<file path="config.mk">
export PLATFORM = sky130hd
export DESIGN_NAME = bin2bcd_seq_flat
export DESIGN_NICKNAME = d
export VERILOG_FILES = /design/src/rtl/bin2bcd_seq_if.sv /design/src/rtl/bin2bcd_seq.sv /design/src/flat_wrapper.sv
export SDC_FILE = /design/constraint.sdc
export NUM_CORES = 1
export LEC_CHECK = 0
export BUFFER_PORTS_ARGS = -buffer_cell sky130_fd_sc_hd__buf_2
export CAP_MARGIN = 20
export CORE_AREA = 2 2 46 90
export CTS_CLUSTER_SIZE = 16
export DETAILED_ROUTE_END_ITERATION = 10
export DIE_AREA = 0 0 48 92
export GPL_TIMING_DRIVEN = 1
export PLACE_DENSITY_LB_ADDON = 0.08
export SETUP_SLACK_MARGIN = 0.05
export SYNTH_ARGS = -nofsm -noshare
export SYNTH_HDL_FRONTEND = slang
export SYNTH_SLANG_ARGS = --single-unit
</file>
<file path="constraint.sdc">
create_clock -name clk -period 2.86 [get_ports clk]
set_clock_uncertainty 0.05 [all_clocks]
set_input_delay 0.286 -clock clk [delete_from_list [all_inputs] [get_ports clk]]
set_output_delay 0.286 -clock clk [all_outputs]
set_load 0.05 [all_outputs]
</file>
<file path="src/rtl/bin2bcd_seq_if.sv">
// bin2bcd_seq_if: start/done handshake bundle for the sequential binary-to-BCD converter.
//   start : request a conversion (driven by master)
//   bin   : unsigned binary operand, IN_W bits (driven by master)
//   busy  : conversion in progress (driven by slave)
//   done  : one-cycle completion pulse (driven by slave)
//   bcd   : result digits, 4*NDIG bits, ones digit in [3:0] (driven by slave)
interface bin2bcd_seq_if #(
    parameter int IN_W = 8,
    parameter int NDIG = 3
);
    logic                start;
    logic [IN_W-1:0]     bin;
    logic                busy;
    logic                done;
    logic [4*NDIG-1:0]   bcd;

    modport master (
        output start,
        output bin,
        input  busy,
        input  done,
        input  bcd
    );

    modport slave (
        input  start,
        input  bin,
        output busy,
        output done,
        output bcd
    );
endinterface

</file>
<file path="src/rtl/bin2bcd_seq.sv">
// bin2bcd_seq: sequential double-dabble converter, one input bit per clock.
//   clk : rising-edge clock
//   rst : synchronous active-high reset, overrides everything
//   bus : slave side of bin2bcd_seq_if (start, bin in; busy, done, bcd out)
// A start seen in IDLE captures bin; IN_W shift-add-3 steps follow, after which bcd is
// updated together with a one-cycle done pulse. bcd holds between completions.
module bin2bcd_seq #(
    parameter int IN_W = 8,
    parameter int NDIG = 3
) (
    input  logic          clk,
    input  logic          rst,
    bin2bcd_seq_if.slave  bus
);
    localparam int CNT_W = $clog2(IN_W + 1);
    localparam int BCD_W = 4 * NDIG;
    localparam logic [CNT_W-1:0] LAST_CNT = CNT_W'(IN_W - 1);

    typedef enum logic {
        StIdle  = 1'b0,
        StShift = 1'b1
    } state_e;

    state_e             r_state;
    state_e             w_state_next;
    logic [IN_W-1:0]    r_shift;
    logic [BCD_W-1:0]   r_scratch;
    logic [BCD_W-1:0]   r_bcd;
    logic [CNT_W-1:0]   r_count;
    logic               r_done;
    logic [BCD_W-1:0]   w_adj;
    logic [BCD_W-1:0]   w_scratch_shifted;
    logic               w_accept;
    logic               w_last;

    // Add-3 on every digit >= 5, including the top one; each digit wraps mod 16.
    always_comb begin
        w_adj = r_scratch;
        for (int i = 0; i < NDIG; i++) begin
            if (r_scratch[4*i +: 4] >= 4'd5) begin
                w_adj[4*i +: 4] = r_scratch[4*i +: 4] + 4'd3;
            end
        end
        // Bits shifted out of the scratch top are dropped.
        w_scratch_shifted = {w_adj[BCD_W-2:0], r_shift[IN_W-1]};
    end

    always_comb begin
        w_state_next = r_state;
        w_accept     = 1'b0;
        w_last       = 1'b0;
        case (r_state)
            StIdle: begin
                if (bus.start) begin
                    w_accept     = 1'b1;
                    w_state_next = StShift;
                end
            end
            StShift: begin
                if (r_count == LAST_CNT) begin
                    w_last       = 1'b1;
                    w_state_next = StIdle;
                end
            end
            default: w_state_next = StIdle;
        endcase
    end

    always_ff @(posedge clk) begin
        if (rst) begin
            r_state   <= StIdle;
            r_shift   <= '0;
            r_scratch <= '0;
            r_count   <= '0;
            r_bcd     <= '0;
            r_done    <= 1'b0;
        end else begin
            r_state <= w_state_next;
            r_done  <= w_last;
            if (w_accept) begin
                r_shift   <= bus.bin;
                r_scratch <= '0;
                r_count   <= '0;
            end else if (r_state == StShift) begin
                r_scratch <= w_scratch_shifted;
                r_shift   <= {r_shift[IN_W-2:0], 1'b0};
                r_count   <= r_count + CNT_W'(1);
            end
            if (w_last) begin
                r_bcd <= w_scratch_shifted;
            end
        end
    end

    assign bus.busy = (r_state == StShift);
    assign bus.done = r_done;
    assign bus.bcd  = r_bcd;
endmodule

</file>
<file path="src/flat_wrapper.sv">
// flat-port wrapper written by rule: the top's interface ports become plain ports
module bin2bcd_seq_flat 
#(
    parameter int IN_W = 8,
    parameter int NDIG = 3
)
  (clk, rst, bus_start, bus_bin, bus_busy, bus_done, bus_bcd);
  bin2bcd_seq_if #(.IN_W(IN_W), .NDIG(NDIG)) bus_i ();
  input  logic clk;
  input  logic rst;
  input wire logic [$bits(bus_i.start)-1:0] bus_start;
  input wire logic [$bits(bus_i.bin)-1:0] bus_bin;
  output wire logic [$bits(bus_i.busy)-1:0] bus_busy;
  output wire logic [$bits(bus_i.done)-1:0] bus_done;
  output wire logic [$bits(bus_i.bcd)-1:0] bus_bcd;
  assign bus_i.start = bus_start;
  assign bus_i.bin = bus_bin;
  assign bus_busy = bus_i.busy;
  assign bus_done = bus_i.done;
  assign bus_bcd = bus_i.bcd;
  bin2bcd_seq #(.IN_W(IN_W), .NDIG(NDIG)) u_core (.clk(clk), .rst(rst), .bus(bus_i));
endmodule
</file>
==> summary.txt <==
Floorplan
  • Row count: 32
  • Core area: approximately 3800 sq um
  • Starting Density: a little under half
  • Number of top-level pins: 25
  • Die Span X: ~48 um
  • Die Y-Extent: approximately 92 um
  • Die footprint: approximately 4400 sq um

Global route
  • Total gr overflow: 0
  • Overall track demand over capacity in global routing: around a fifth
  • Vias in the first global route: 1456
  • First-pass GRT wire length: ~6300 um
  • Pin count of the biggest net entering global routing: 18
  • Number of antenna violations at the first check in global routing: 0

Yosys
  • Warnings from Yosys: 0
  • EDFF count, synth: 0
  • Cell types with the largest area share after synthesis: dfxtp_1 (43%), mux2i_1 (6.2%), a21oi_1 (5.9%)
  • Average cell area after synthesis: 8.66 sq um
  • Cell Area, Synth: approximately 1800 sq um
  • Total of flip-flops plus latches after synthesis: 38
  • Count leader, synth: dfxtp_1
  • Synthesized instance count: 204
  • Main flop type after synthesis: dfxtp_1
  • Part of the Yosys area used for sequential elements: 43.1%
  • Ys async rst share: 0%
  • Top-area cell type share of the netlist area: 43.1%
  • Post-Syn Nets: roughly 220
  • Ranking of synthesized cells by instance count: dfxtp_1 (38), nor2_1 (25), a21oi_1 (21), nand2_1 (17), o21ai_0 (14)
  • Library cell occupying the most area in the post-synthesis netlist: dfxtp_1
  • Distinct cells, synth: 37

Clock tree
  • Clock buffer count from CTS: 5
  • Worst-Skew Late Latency: 0.29 ns
  • Clk buf depth: 2
  • TritonCTS clock tree: built
  • Clock Pin Slew Worst Setup and Hold Paths: roughly 0.070 ns
  • Number of post-CTS setup repair buffers: 0
  • Cts hold-fix bufs: 0
  • Post-CTS Resized: 0
  • Sinks on the clock net: 38
  • Root buffer cell: clkbuf_8
  • Maximum level of the CTS H-tree: 2

STA
  • Clock period minus worst slack: roughly 1.8 ns
  • Max Freq: between 500 and 600 MHz
  • Transition time at the pin with the least slew margin: between 0.4 and 0.5 ns
  • Worst slew margin relative to its limit: between 60% and 70%
  • Post-route setup TNS: 0 ns
  • Number of hold violations in the final report: 0
  • Final setup slack of the worst path: between 1 and 1.5 ns
  • Number of setup violations in the final report: 0
  • Final Cycle Share: roughly 64%
  • Max-slew violation count: 0
  • RSZ-0062 raised after global routing: false

Critical path
  • Critical Path Slowest Stage Cell: dfxtp_1
  • Endpoint required time on the critical path: around 2.5 ns
  • Element type at the critical path start: register
  • Biggest fanout along the worst timing path: 17
  • Arrival time of data at the critical path endpoint: between 1 and 1.5 ns
  • Critical Path, Cell by Cell: buf_4 > buf_2
  • Critical Path End Type: output pin
  • Largest stage delay on the critical path: between 0.6 and 0.7 ns
  • Critical setup path kind: register to output pin

Placement
  • Port-buffer cells: 24
  • Cell total after placement: 267
  • Post-DP HPWL: ~2800 um
  • Post-placement setup slack: ~1.2 ns
  • Routability Congestion: about 0.87
  • Post-place instance area: 1890 sq um

Detailed routing
  • Total detailed-routing wirelength: between 3000 and 4000 um
  • First-pass iteration count of the detailed router: 4
  • Wire per inst: 13.2 um
  • Number of nets with antenna violations after detailed routing: 0
  • DR iter-0 viols: 26
  • Vias after detailed routing: between 1000 and 1500
  • Vias/cell: 5.38
  • Residual DRC: 0

Final layout
  • Number of antenna cells inserted: 0
  • Layout net count: between 200 and 250
  • Design area: 2000 sq um
  • Final cell count without fillers: about 280
  • Area growth from synthesis to layout: 13.1%
  • Share of post-route cells with drive strength above 1: 17.0%

Min path
  • Path type of the worst min-delay path: input pin to register

Flow run
  • Max-cap violation count: 0

Power
  • IR drop worst, VDD: between 0.3 and 0.4 mV
  • Power per unit of standard cell area: 543 nW/um^2
  • Static Leak: 0.824 nW

Outcome
  • Run status: finished clean
[cell type report]
class	instances	area, sq um
timing repair buffer	26	135
clock inverter	3	40.0
inverter	8	35.0
multi-input combinational	144	895
clock buffer	5	68.8
tap	51	63.8
sequential	38	761
fill	390	1810
[critical path, delay by kind of cell (launching register included)]
kind	cells	cell delay, ns
buffers and inverters	2	0.59
flip-flops	1	0.61
[stage by stage]
step	total power, W	hold slack (ns)	util, %
6_report	0.00109	0.237	52.5
5_1_grt	0.00114	0.254	52.5
4_1_cts	0.00110	0.235	52.5
3_5_place_dp	0.000655	0.389	49.7
3_3_place_gp	0.000651	0.383	49.7
2_1_floorplan	0.000631	0.408	-
[kinds of logic after synthesis]
logic type	count (synthesis)	share of synthesized area (%)
XOR/XNOR	4	1.98
AND/OR/NAND/NOR	64	16.6
AO/OA/AOI/OAI	56	19.6
adder cells (fa/ha/maj)	7	4.96
multiplexers	13	7.51
flip-flops	38	43.1
buffers and inverters	22	6.30
[power by group]
| part | switching, W | total (W) | internal (W) |
|---|---|---|---|
| sequential | 0.0000122 | 0.000553 | 0.000540 |
| clock | 0.000187 | 0.000444 | 0.000257 |
| combinational | 0.0000528 | 0.0000882 | 0.0000354 |
[layout by cell type (no fill, tap or decap), drive strengths merged, types with 4 or more instances in the layout]
cell type / n
inv: 7
nor2: 25
o21ai: 14
nand3: 5
a22o: 4
mux2i: 11
buf: 26
a21oi: 22
nor2b: 4
clkbuf: 5
dfxtp: 38
nand2: 17
ha: 7
[final timing paths]
| check | to | slack (ns) | depth (start not counted) | start |
|---|---|---|---|---|
| worst max register to register | u_core.bus.bcd[2] | 1.16 | 6 | u_core.r_scratch[0] |
| worst min-delay path | u_core.r_shift[0] | 0.24 | 3 | bus_bin[0] |
| worst min register to register | u_core.bus.bcd[11] | 0.40 | 2 | u_core.bus.bcd[11] |
| worst max-delay path | bus_busy | 1.03 | 2 | u_core.bus.busy |
[sequential cells by signal, summed over array words and instances (netlist names)]
register and cells:
u_core.bus.bcd 12, u_core.r_scratch 12, u_core.r_shift 8, u_core.bus.done 1
u_core.bus.busy 1, u_core.r_count 4
[routing by layer]
metal	vias up	track usage, %	part of all wire [%]
li1	744	-	-
met1	692	20.4	38
met2	37	33.4	55
met3	7	5.12	4.4
met4	0	9.46	2.1
met5	-	0	0
Power figures use the tool's default switching activity.
